`config.mk`:
```
export PLATFORM = sky130hd
export DESIGN_NAME = cpu_interlock
export DESIGN_NICKNAME = d
export VERILOG_FILES = /design/src/rtl/cpu_interlock_pkg.sv /design/src/rtl/cpu_scoreboard.sv /design/src/rtl/cpu_interlock.sv
export SDC_FILE = /design/constraint.sdc
export NUM_CORES = 1
export LEC_CHECK = 0
export ABC_AREA = 1
export BUFFER_PORTS_ARGS = -buffer_cell sky130_fd_sc_hd__buf_2
export CAP_MARGIN = 20
export CORE_MARGIN = 2
export CORE_UTILIZATION = 55
export CTS_CLUSTER_SIZE = 10
export DETAILED_ROUTE_END_ITERATION = 10
export PLACE_DENSITY = 0.93
export REMOVE_ABC_BUFFERS = 1
export SKIP_CTS_REPAIR_TIMING = 1
export SLEW_MARGIN = 5
export SYNTH_ARGS = -nofsm -noshare
export SYNTH_HDL_FRONTEND = slang
export SYNTH_HIERARCHICAL = 1
export SYNTH_SLANG_ARGS = --single-unit
```
`constraint.sdc`:
```
create_clock -name clk_i -period 4.4 [get_ports clk_i]
set_input_delay 0 -clock clk_i [delete_from_list [all_inputs] [get_ports clk_i]]
set_output_delay 0 -clock clk_i [all_outputs]
set_load 0.01 [all_outputs]
```
`src/rtl/cpu_interlock_pkg.sv`:
```
//------------------------------------------------------------------------------
// Module  : cpu_interlock_pkg
// Brief   : Shared encodings for the moxie decode/execute interlock.
// Revision: 1.0 - initial release
//------------------------------------------------------------------------------
`default_nettype none

package cpu_interlock_pkg;

    localparam int NREGS = 16;
    localparam int REG_W = 4;
    localparam int CNT_W = 6;

    localparam logic [1:0] LONG_NONE = 2'b00;
    localparam logic [1:0] LONG_MUL  = 2'b01;
    localparam logic [1:0] LONG_DIV  = 2'b10;

    localparam logic [1:0] LFSM_IDLE = 2'd0;
    localparam logic [1:0] LFSM_BUSY = 2'd1;
    localparam logic [1:0] LFSM_DONE = 2'd2;

    // The reserved encoding 2'b11 behaves as a single-cycle op.
    function automatic logic is_long(input logic [1:0] kind);
        return (kind == LONG_MUL) || (kind == LONG_DIV);
    endfunction

endpackage

`default_nettype wire

```
`src/rtl/cpu_scoreboard.sv`:
```
//------------------------------------------------------------------------------
// Module  : cpu_scoreboard
// Brief   : Pending-write busy bits with one set port, one clear port and two
//           read ports. A set and clear of the same index leaves the bit set.
// Revision: 1.0 - initial release
//------------------------------------------------------------------------------
`default_nettype none

module cpu_scoreboard
    import cpu_interlock_pkg::*;
(
    input  logic               clk_i,
    input  logic               rst_i,
    input  logic               set_en_i,
    input  logic [REG_W-1:0]   set_idx_i,
    input  logic               clr_en_i,
    input  logic [REG_W-1:0]   clr_idx_i,
    input  logic [REG_W-1:0]   rd_a_idx_i,
    input  logic [REG_W-1:0]   rd_b_idx_i,
    output logic               rd_a_o,
    output logic               rd_b_o,
    output logic [NREGS-1:0]   busy_o
);

    logic [NREGS-1:0] r_busy;
    logic [NREGS-1:0] w_busy_nxt;

    // Clear first so a new writer issued in the retiring cycle keeps its bit.
    always_comb begin
        w_busy_nxt = r_busy;
        if (clr_en_i) begin
            w_busy_nxt[clr_idx_i] = 1'b0;
        end
        if (set_en_i) begin
            w_busy_nxt[set_idx_i] = 1'b1;
        end
    end

    always_ff @(posedge clk_i) begin
        if (rst_i) begin
            r_busy <= '0;
        end else begin
            r_busy <= w_busy_nxt;
        end
    end

    assign rd_a_o = r_busy[rd_a_idx_i];
    assign rd_b_o = r_busy[rd_b_idx_i];
    assign busy_o = r_busy;

endmodule

`default_nettype wire

```
`src/rtl/cpu_interlock.sv`:
```
//------------------------------------------------------------------------------
// Module  : cpu_interlock
// Brief   : Decode/execute interlock: scoreboard hazards, mul/div sequencing,
//           stall and post-branch squash. Option: CPU_INTERLOCK_FORWARD_EN.
// Revision: 1.0 - initial release
//------------------------------------------------------------------------------
`default_nettype none

module cpu_interlock
    import cpu_interlock_pkg::*;
#(
    parameter int MUL_LAT = 3,
    parameter int DIV_LAT = 32
) (
    input  logic         clk_i,
    input  logic         rst_i,
    input  logic         dx_valid_i,
    input  logic [3:0]   dx_riA_i,
    input  logic [3:0]   dx_riB_i,
    input  logic         dx_rdA_i,
    input  logic         dx_rdB_i,
    input  logic         dx_wr_i,
    input  logic [1:0]   dx_long_i,
    input  logic         wb_valid_i,
    input  logic [3:0]   wb_index_i,
    input  logic         flush_i,
    output logic         stall_o,
    output logic         issue_o,
    output logic         flush_o,
    output logic         long_busy_o,
    output logic         long_done_o,
    output logic [15:0]  sb_o
);

    localparam logic [CNT_W-1:0] MUL_LOAD = CNT_W'(MUL_LAT - 2);
    localparam logic [CNT_W-1:0] DIV_LOAD = CNT_W'(DIV_LAT - 2);

    logic [1:0]       r_state;
    logic [1:0]       w_state_nxt;
    logic [CNT_W-1:0] r_count;
    logic [CNT_W-1:0] w_count_nxt;
    logic             r_flush;

    logic w_sb_a;
    logic w_sb_b;
    logic w_fwd_a;
    logic w_fwd_b;
    logic w_long;
    logic w_hazard;
    logic w_stall;
    logic w_issue;

    cpu_scoreboard u_scoreboard (
        .clk_i      (clk_i),
        .rst_i      (rst_i),
        .set_en_i   (w_issue & dx_wr_i),
        .set_idx_i  (dx_riA_i),
        .clr_en_i   (wb_valid_i),
        .clr_idx_i  (wb_index_i),
        .rd_a_idx_i (dx_riA_i),
        .rd_b_idx_i (dx_riB_i),
        .rd_a_o     (w_sb_a),
        .rd_b_o     (w_sb_b),
        .busy_o     (sb_o)
    );

`ifdef CPU_INTERLOCK_FORWARD_EN
    // A register retiring this cycle can be bypassed to a reader, not a writer.
    assign w_fwd_a = wb_valid_i && (wb_index_i == dx_riA_i);
    assign w_fwd_b = wb_valid_i && (wb_index_i == dx_riB_i);
`else
    assign w_fwd_a = 1'b0;
    assign w_fwd_b = 1'b0;
`endif

    assign w_long   = is_long(dx_long_i);
    assign w_hazard = dx_valid_i & ((dx_rdA_i & w_sb_a & ~w_fwd_a) |
                                    (dx_rdB_i & w_sb_b & ~w_fwd_b) |
                                    (dx_wr_i  & w_sb_a));
    assign w_stall  = ~rst_i & dx_valid_i & ~flush_i &
                      (w_hazard | (w_long & (r_state != LFSM_IDLE)));
    assign w_issue  = ~rst_i & dx_valid_i & ~w_stall & ~flush_i;

    assign stall_o  = w_stall;
    assign issue_o  = w_issue;
    assign flush_o  = r_flush;

    always_ff @(posedge clk_i) begin
        if (rst_i) begin
            r_state <= LFSM_IDLE;
            r_count <= '0;
            r_flush <= 1'b0;
        end else begin
            r_state <= w_state_nxt;
            r_count <= w_count_nxt;
            r_flush <= flush_i;
        end
    end

    // BUSY lasts LAT-1 cycles and DONE one more, so done lands LAT after issue.
    always_comb begin
        w_state_nxt = r_state;
        w_count_nxt = r_count;
        case (r_state)
            LFSM_IDLE: begin
                if (w_issue && w_long) begin
                    w_state_nxt = LFSM_BUSY;
                    w_count_nxt = (dx_long_i == LONG_MUL) ? MUL_LOAD : DIV_LOAD;
                end
            end
            LFSM_BUSY: begin
                if (r_count == '0) begin
                    w_state_nxt = LFSM_DONE;
                end else begin
                    w_count_nxt = r_count - 1'b1;
                end
            end
            LFSM_DONE: begin
                w_state_nxt = LFSM_IDLE;
            end
            default: begin
                w_state_nxt = LFSM_IDLE;
                w_count_nxt = '0;
            end
        endcase
    end

    always_comb begin
        long_busy_o = (r_state != LFSM_IDLE);
        long_done_o = (r_state == LFSM_DONE);
    end

endmodule

`default_nettype wire

```
==> results of run 1 <==
-- through the flow --
stage | setup slack, ns | std cells | hold slack (ns)
4_1_cts | 2.17 | 363 | -0.111
6_report | 2.10 | 364 | 0.0829
3_3_place_gp | 2.32 | 359 | 0.246
3_5_place_dp | 2.22 | 359 | 0.251
2_1_floorplan | 2.54 | 273 | 0.0624
5_1_grt | 1.92 | 364 | 0.0768
-- critical path: stages (launching register included) --
cell and delay (ns):
dfxtp_1 0.36, inv_1 0.09, nand2_1 0.06, nand3_1 0.10, nand3_1 0.08, nand3_1 0.08, nand2_1 0.08, nand2_1 0.07
nand3_1 0.08, nand2_1 0.12, o21ai_1 0.11, nor3b_1 0.18, inv_1 0.12, nor3_1 0.37, nand2_1 0.12, a21oi_1 0.20
-- flip-flops by register name, summed over array words and instances (netlist names) --
| signal | count |
|---|---|
| u_scoreboard/busy_o | 16 |
| r_count | 6 |
| r_state | 2 |
| flush_o | 1 |
-- cells by family after synthesis --
kind of cell | after synthesis | synth area share (%)
and+or+nand+nor | 149 | 41.6
buffers and inverters | 56 | 13.1
DFF | 25 | 28.9
xor gates and xnor gates | 1 | 0.506
adders and majority gates | 3 | 2.17
AOI/OAI and AO/OA | 43 | 13.7
-- power groups by stage --
stage               Clock [mW]  Combinational [mW]  Sequential (mW)
detailed placement           0              0.0999            0.238
global placement             0              0.0968            0.238
CTS                      0.107               0.101            0.233
global route             0.113               0.115            0.234
finish                   0.104               0.103            0.234
floorplan                    0              0.0654            0.238
-- path summary, 6_finish.rpt --
check	from	end	slack [ns]	cells after the start
setup reg to reg	u_scoreboard/busy_o[11]	u_scoreboard/busy_o[12]	2.10	15
hold reg to reg	u_scoreboard/busy_o[9]	u_scoreboard/busy_o[9]	0.51	2
setup / recovery	u_scoreboard/busy_o[11]	u_scoreboard/busy_o[12]	2.10	15
hold / removal	dx_riA_i[3]	u_scoreboard/busy_o[2]	0.08	4
-- metal layers --
layer | up-vias | track usage [%] | routed length [um]
met5 | - | 0 | 0
met4 | 0 | 8.25 | 54
met3 | 8 | 2.81 | 389
met2 | 96 | 42.2 | 2140
met1 | 849 | 40.3 | 2100
li1 | 966 | - | -
-- cell usage after synthesis (3+ instances only) --
cell / instances
nand2_1: 74
inv_1: 46
nand3_1: 37
dfxtp_1: 25
o21ai_0: 19
a21oi_1: 18
nor2_1: 18
inv_2: 6
ha_1: 3
nand2_2: 3
nor2_2: 3
nor2_4: 3
nor3_2: 3
-- area by class of cell --
type,instances,area [um2],share of cell area (%)
clock buffer,3,22.5,1.12
clock inverter,1,5.00,0.250
inverter,52,195,9.74
timing repair buffer,43,220,11.0
sequential,25,500,25.0
tap,44,55.1,2.75
multi-input combinational,196,1000,50.2
==> run metrics, run 1 <==
total grt overflow 0; critical path endpoint category flip-flop; Post-Synthesis Cells 277; CP max FO 4; Final ANT Viol Nets 0; Die W 60.1 um; overall power 0.441 mW; commonest non-fill, non-tap cell in the layout nand2_1; Initial Util 57.2%; Startpoint Class flip-flop; routed length per instance 12.9 um; Cell Area, Synth 0.00173 mm2; CTS tree yes; Fin. Hold Viols 0; max cap viols 0; share of cells above drive strength 1 22.5%; switching share of power 31.7%; DR iter-0 viols 146; GRT Overall Usage 27.5%; Arrival @ worst endpoint 2.55 ns; TritonCTS buffer count 3; Comb pwr share 23.4%; distinct cell type count after synthesis 29; run status finished, final reports clean; vias per cell 5.27; pwr dens 220 mW/mm2; Rows 20; CP required 4.65 ns; top post-synthesis cells by area dfxtp_1 (29%), nand2_1 (16%), nand3_1 (11%); Core Util, Final 66.2%; Seq/Total Area, Yosys 28.9%; port bufs 42; leakage 1.01 nW; Routed Wire Length 4680 um; net switching power 0.140 mW; pin count of the biggest net entering global routing 22; Int Pwr 0.301 mW; share of total power in the clock network 23.7%; first-pass GRT wire length 7590 um; Tightest Hold Check Type primary input to flip-flop; worst clock skew 0.00468 ns; Root Driver clkbuf_4; area grow syn2layout 15.7%; final slew viol count 0; relative slew slack 70.1%; Synth area leader dfxtp_1; RSZ-0062 raised after global routing false; Worst VDD drop 0.159 mV; fin crit share 52.4%; Peak Freq 434 MHz; Avg Inst Size Synth 6.25 um2; total number of vias 1919; gpl congestion 0.912; total iterations of the first detailed-routing run 5; worst setup path class flip-flop to flip-flop; Flop pwr share 53.0%; async set-reset flop share out of synthesis 0%; vias in the first global route 1726; #FFs+latches synth 25; ANT cells 0; DRC violations left 0; core area 0.00303 mm2; Total Die Area 0.00361 mm2; EDFF count, synth 0; Final TNS setup 0 ns; most frequent cells in the layout nand2_1 (74), inv_1 (46), buf_2 (42); Clock Latency Late Sink 0.32 ns; Die Y 60.1 um; setup violators final 0; CTS Sinks 25; Cell Area, Placed 0.00197 mm2; warnings from Yosys 6; fin area 0.00200 mm2; clk buf depth 2; # IOs 43; Tmin final 2.30 ns; most common flop cell mapped by yosys dfxtp_1; nets 346; Fillers 281; Worst-path clk slew 0.14 ns; Final HPWL DP 3670 um; Slew @ Worst Pin 0.445 ns; post-synth top area share 28.9%; initial antenna violation count 0; CTS H-Tree Depth 1
(Power assumes the default switching activity.)
==> inputs of run 2 (changes only) <==
--- a/config.mk
+++ b/config.mk
@@ -9,10 +9,10 @@
 export BUFFER_PORTS_ARGS = -buffer_cell sky130_fd_sc_hd__buf_2
 export CAP_MARGIN = 20
 export CORE_MARGIN = 2
-export CORE_UTILIZATION = 55
+export CORE_UTILIZATION = 53
 export CTS_CLUSTER_SIZE = 10
 export DETAILED_ROUTE_END_ITERATION = 10
-export PLACE_DENSITY = 0.93
+export PLACE_DENSITY = 0.9
 export REMOVE_ABC_BUFFERS = 1
 export SKIP_CTS_REPAIR_TIMING = 1
 export SLEW_MARGIN = 5
==> constraint.sdc (replaced) <==
create_clock -name clk_i -period 2.2 [get_ports clk_i]
set_input_delay 0 -clock clk_i [delete_from_list [all_inputs] [get_ports clk_i]]
set_output_delay 0 -clock clk_i [all_outputs]
set_load 0.01 [all_outputs]
==> run 2 against run 1 <==
  * Via count grew 2.7%
  * Critical path depth is the same
  * Maximum frequency grew 11%
  * Global-route usage shrank 2.0 points
  * Combinational power grew 120%
  * Worst hold slack gained 0.0012 ns
  * Core utilization grew 1.8 points
  * Critical endpoint is now u_scoreboard/busy_o[10]
==> run metrics, run 2 (synthesis gave the netlist of run 1 again) <==
run status finished, final reports clean; Final HPWL DP 3630 um (-1.1%); Peak Freq 480 MHz (+11%); CP max FO 4 (unchanged); Tmin final 2.08 ns (-0.220 ns); fin crit share 94.7% (+42 points); max reg flops 16 (unchanged); max cap viols 0 (unchanged); Initial Util 56.3% (-0.93 points); clk buf depth 2 (unchanged); Fin. Hold Viols 0 (unchanged); routed length per instance 13.4 um (+4.1%); pwr dens 433 mW/mm2 (+97%); Hold Path Stages 4 (unchanged); worst clock skew 0.00464 ns (-0.0000406 ns); Arrival @ worst endpoint 2.35 ns (-0.20 ns); DR iter-0 viols 151 (+3.4%); Final TNS setup 0 ns (unchanged); core area 0.00308 mm2 (+1.7%); commonest non-fill, non-tap cell in the layout nand2_1; Core Util, Final 68.0% (+1.8 points); reg-to-reg endpoint u_scoreboard/busy_o[10]; placed cells 362 (+0.84%); CTS tree yes; Fillers 258 (-8.2%); vias per cell 5.34 (+1.3%); Worst VDD drop 0.296 mV (+87%); Routed Wire Length 4940 um (+5.5%); Worst setup startpoint u_scoreboard/busy_o[4]; leakage 1.06 nW (+4.1%); first-pass GRT wire length 7100 um (-6.5%); TritonCTS buffer count 3 (unchanged); most frequent cells in the layout nand2_1 (72), inv_1 (44), buf_2 (42); total grt overflow 0 (unchanged); Worst-path clk slew 0.14 ns (about the same); port bufs 42 (unchanged); vias in the first global route 1630 (-5.6%); Total Die Area 0.00374 mm2 (+3.5%); relative slew slack 78.2% (+8.1 points); FF-to-FF path depth 15 (unchanged); hold endpoint u_scoreboard/busy_o[3]; pin count of the biggest net entering global routing 21 (-4.5%); Final ANT Viol Nets 0 (unchanged); nets 351 (+1.4%); Cell Count, Final, Fillers Out 369 (+1.4%); reg-to-reg startpoint u_scoreboard/busy_o[4]; Slew @ Worst Pin 0.327 ns (-0.118 ns); R2R setup slack 0.12 ns (-1.98 ns); GRT Overall Usage 25.5% (-2.0 points); Clock Latency Late Sink 0.33 ns (about the same); Die Y 61.2 um (+1.7%); overall power 0.905 mW (+110%); gpl congestion 1.01 (+11%); setup violators final 0 (unchanged); Die W 61.2 um (+1.7%); Startpoint Class flip-flop; total iterations of the first detailed-routing run 5 (unchanged); CTS H-Tree Depth 1 (unchanged); area grow syn2layout 20.8%; total number of vias 1971 (+2.7%); DRC violations left 0 (unchanged); CTS Sinks 25 (unchanged); # IOs 43 (unchanged); CP required 2.47 ns (-2.18 ns); initial antenna violation count 0 (unchanged); Root Driver clkbuf_4; ANT cells 0 (unchanged); final slew viol count 0 (unchanged); Tightest Hold Check Type primary input to flip-flop; critical path endpoint category flip-flop; share of cells above drive strength 1 26.8% (+4.3 points); worst setup path class flip-flop to flip-flop; Rows 20 (unchanged); hold path startpoint dx_riA_i[3]
==> run 2: cell types whose count changed in the layout (fill, tap and decap cells not counted), sizes merged <==
| cell | previous run | this run |
|---|---|---|
| clkbuf | 3 | 4 |
| clkinv | 1 | 0 |
| buf | 42 | 46 |
| dlygate4sd3 | 1 | 2 |
==> run 2: metal layers <==
metal / share of wire [%] / up-vias / global-route usage, %
met3: 9.7 / 9 / 4.20
met5: 0 / - / 0
met4: 1.8 / 0 / 9.01
met1: 41 / 879 / 36.2
met2: 47 / 108 / 39.1
li1: - / 975 / -
==> run 2: power by group <==
| group | internal, mW | switching (mW) |
|---|---|---|
| sequential | 0.460 | 0.00724 |
| clock | 0.0712 | 0.143 |
| combinational | 0.0812 | 0.142 |
==> run 2: layout make-up <==
cell class	count	area [um2]	area share, %
Inverter	52	195	9.33
Multi-Input combinational cell	196	1050	50.2
Clock buffer	4	26.3	1.26
Timing Repair Buffer	48	260	12.4
Tap cell	44	55.1	2.63
Sequential cell	25	504	24.1
==> run 2: how the worst max path moves through the flow <==
| stage | endpoint | slack, ns | depth (start not counted) |
|---|---|---|---|
| floorplan | u_scoreboard/busy_o[0] | 0.34 | 15 |
| global placement | u_scoreboard/busy_o[8] | 0.15 | 15 |
| detailed placement | u_scoreboard/busy_o[0] | 0.09 | 15 |
| CTS | u_scoreboard/busy_o[0] | 0.06 | 15 |
| global route | u_scoreboard/busy_o[10] | -0.05 | 15 |
| finish | u_scoreboard/busy_o[10] | 0.12 | 15 |
==> run 2: per-stage QoR <==
stage | setup slack, ns | area [um2] | hold slack, ns
floorplan | 0.342 | 1700 | 0.0624
global placement | 0.148 | 1990 | 0.245
detailed placement | 0.0894 | 1990 | 0.251
CTS | 0.0571 | 2010 | -0.104
global route | -0.0478 | 2090 | 0.0862
finish | 0.116 | 2090 | 0.0841
==> run 2: critical path, cell delays in order, from the launching register on <==
cell     delay [ns]
dfxtp_1        0.34
inv_1          0.10
nand2_1        0.08
nand3_1        0.08
nand3_1        0.07
nand3_1        0.10
nand2_2        0.08
nand2_1        0.06
nand3_1        0.09
nand2_2        0.09
o21ai_2        0.08
nor3b_2        0.21
inv_2          0.11
nor3_4         0.28
nand2_1        0.09
a21oi_1        0.15
==> inputs of run 3 (changes only) <==
--- a/config.mk
+++ b/config.mk
@@ -13,6 +13,7 @@
 export CTS_CLUSTER_SIZE = 10
 export DETAILED_ROUTE_END_ITERATION = 10
 export PLACE_DENSITY = 0.9
+export RECOVER_POWER = 50
 export REMOVE_ABC_BUFFERS = 1
 export SKIP_CTS_REPAIR_TIMING = 1
 export SLEW_MARGIN = 5
==> constraint.sdc (replaced) <==
create_clock -name clk_i -period 2.2 [get_ports clk_i]
set_input_delay 0 -clock clk_i [delete_from_list [all_inputs] [get_ports clk_i]]
set_output_delay 0 -clock clk_i [all_outputs]
set_load 0.1 [all_outputs]
==> run 3 against run 2 <==
  * Global-route usage stayed put
  * Clock power barely moved
  * Total power rose by 2.2%
  * Sequential share of layout area grew 0.50 points
  * Wire length rose by 1.7%
  * Via count is 0.41% higher
  * Setup slack worse by 0.024 ns
  * Clock skew down 0.0020 ns
  * Critical path depth unchanged
==> run metrics, run 3 (synthesis gave the netlist of run 1 again) <==
dpl ws 0.0894 ns (unchanged); Tightest Hold Check Type primary input to flip-flop; Die W 61.2 um (unchanged); setup ws final 0.0914 ns (-0.0245 ns); DR iter-0 viols 185 (+23%); final slew viol count 0 (unchanged); gpl congestion 1.01 (unchanged); ANT cells 0 (unchanged); total grt overflow 0 (unchanged); Final TNS setup 0 ns (unchanged); nets 351 (unchanged); share of total power in the clock network 23.3% (-0.4 points); most frequent cells in the layout nand2_1 (73), inv_1 (45), nand3_1 (38); first-pass GRT wire length 7100 um (unchanged); Fillers 278 (+7.8%); commonest non-fill, non-tap cell in the layout nand2_1; Final ANT Viol Nets 0 (unchanged); # IOs 43 (unchanged); area grow syn2layout 17.8%; CP max FO 4 (unchanged); Die Y 61.2 um (unchanged); Final HPWL DP 3630 um (unchanged); run status finished, final reports clean; Routed Wire Length 5030 um (+1.7%); CTS H-Tree Depth 1 (unchanged); worst clock skew 0.00261 ns (-0.00203 ns); reg-to-reg startpoint u_scoreboard/busy_o[7]; DRC violations left 0 (unchanged); max reg flops 16 (unchanged); placed cells 362 (unchanged); Startpoint Class flip-flop; routed length per instance 13.6 um (+1.7%); fin crit share 95.8% (+1.1 points); Fin. Hold Viols 0 (unchanged); leakage 0.963 nW (-8.8%); register area 502 um2 (-0.50%); Tmin final 2.11 ns (+0.0245 ns); share of cells above drive strength 1 18.8% (-8.0 points); total iterations of the first detailed-routing run 7 (+2); initial antenna violation count 0 (unchanged); GRT Overall Usage 25.5% (unchanged); TritonCTS buffer count 3 (unchanged); max cap viols 0 (unchanged); total number of vias 1979 (+0.41%); vias in the first global route 1630 (unchanged); Flop pwr share 50.5% (-1.1 points); port bufs 42 (unchanged); Core Util, Final 66.3% (-1.7 points); Initial Util 56.3% (unchanged); setup violators final 0 (unchanged); Peak Freq 474 MHz (-1.2%); Comb pwr share 26.2% (+1.5 points); pwr dens 454 mW/mm2 (+4.8%); Clock Latency Late Sink 0.33 ns (about the same); hold path startpoint dx_riA_i[3]; Worst-path clk slew 0.14 ns (about the same); Slew @ Worst Pin 1.23 ns (+0.899 ns); switching share of power 34.3% (+2.0 points); clk buf depth 2 (unchanged); Total Die Area 0.00374 mm2 (unchanged); CTS tree yes; vias per cell 5.36 (+0.41%); Root Driver clkbuf_4; Rows 20 (unchanged); Worst setup startpoint u_scoreboard/busy_o[7]; net switching power 0.317 mW (+8.4%); CP required 2.45 ns (-0.02 ns); relative slew slack 18.6% (-60 points); core area 0.00308 mm2 (unchanged); pin count of the biggest net entering global routing 21 (unchanged); critical path endpoint category flip-flop; CTS Sinks 25 (unchanged); Worst VDD drop 0.298 mV (+0.76%); Int Pwr 0.608 mW (-0.77%); Arrival @ worst endpoint 2.36 ns (about the same); area of the multi-input gates 0.00102 mm2 (-3.3%); Cell Count, Final, Fillers Out 369 (unchanged); worst setup path class flip-flop to flip-flop
==> run 3: power groups by stage <==
stage | clock (mW) | combinational, mW | sequential (mW)
2_1_floorplan | 0 | 0.146 | 0.490
3_3_place_gp | 0 | 0.226 | 0.477
3_5_place_dp | 0 | 0.231 | 0.477
4_1_cts | 0.213 | 0.232 | 0.467
5_1_grt | 0.235 | 0.267 | 0.469
6_report | 0.215 | 0.242 | 0.467
==> run 3: area by class of cell <==
class / instances / area share, %
Clock buffer: 4 / 1.29
Inverter: 52 / 9.57
Multi-Input combinational cell: 196 / 49.8
Sequential cell: 25 / 24.6
Tap cell: 44 / 2.70
Timing Repair Buffer: 48 / 12.0
==> run 3: critical path: stages, from the launching register on <==
cell and delay [ns]:
dfxtp_1 0.35, inv_1 0.11, nand2_1 0.07, nand3_1 0.08, nand3_1 0.07, nand3_1 0.09
nand2_1 0.09, nand2_1 0.07, nand3_1 0.10, nand2_2 0.08, o21ai_2 0.08, nor3b_2 0.20
inv_2 0.12, nor3_4 0.22, nand2_1 0.09, a21oi_1 0.21
==> run 3: per-stage QoR <==
| stage | power, mW | hold WS [ns] | cell area, um2 |
|---|---|---|---|
| CTS | 0.912 | -0.104 | 2010 |
| finish | 0.925 | 0.0623 | 2040 |
| global placement | 0.703 | 0.245 | 1990 |
| floorplan | 0.636 | 0.0624 | 1700 |
| detailed placement | 0.708 | 0.251 | 1990 |
| global route | 0.970 | 0.0616 | 2040 |
==> run 3: routing by layer <==
metal,part of all wire [%],global-route usage [%]
met5,0,0
met4,2.0,9.01
met2,45,39.1
met3,11,4.20
met1,42,36.2
==> run 3: final timing paths <==
| kind | endpoint | slack, ns | depth (start not counted) |
|---|---|---|---|
| setup / recovery | u_scoreboard/busy_o[9] | 0.09 | 15 |
| hold / removal | u_scoreboard/busy_o[3] | 0.06 | 4 |
| setup reg to reg | u_scoreboard/busy_o[9] | 0.09 | 15 |
| hold reg to reg | u_scoreboard/busy_o[5] | 0.49 | 2 |
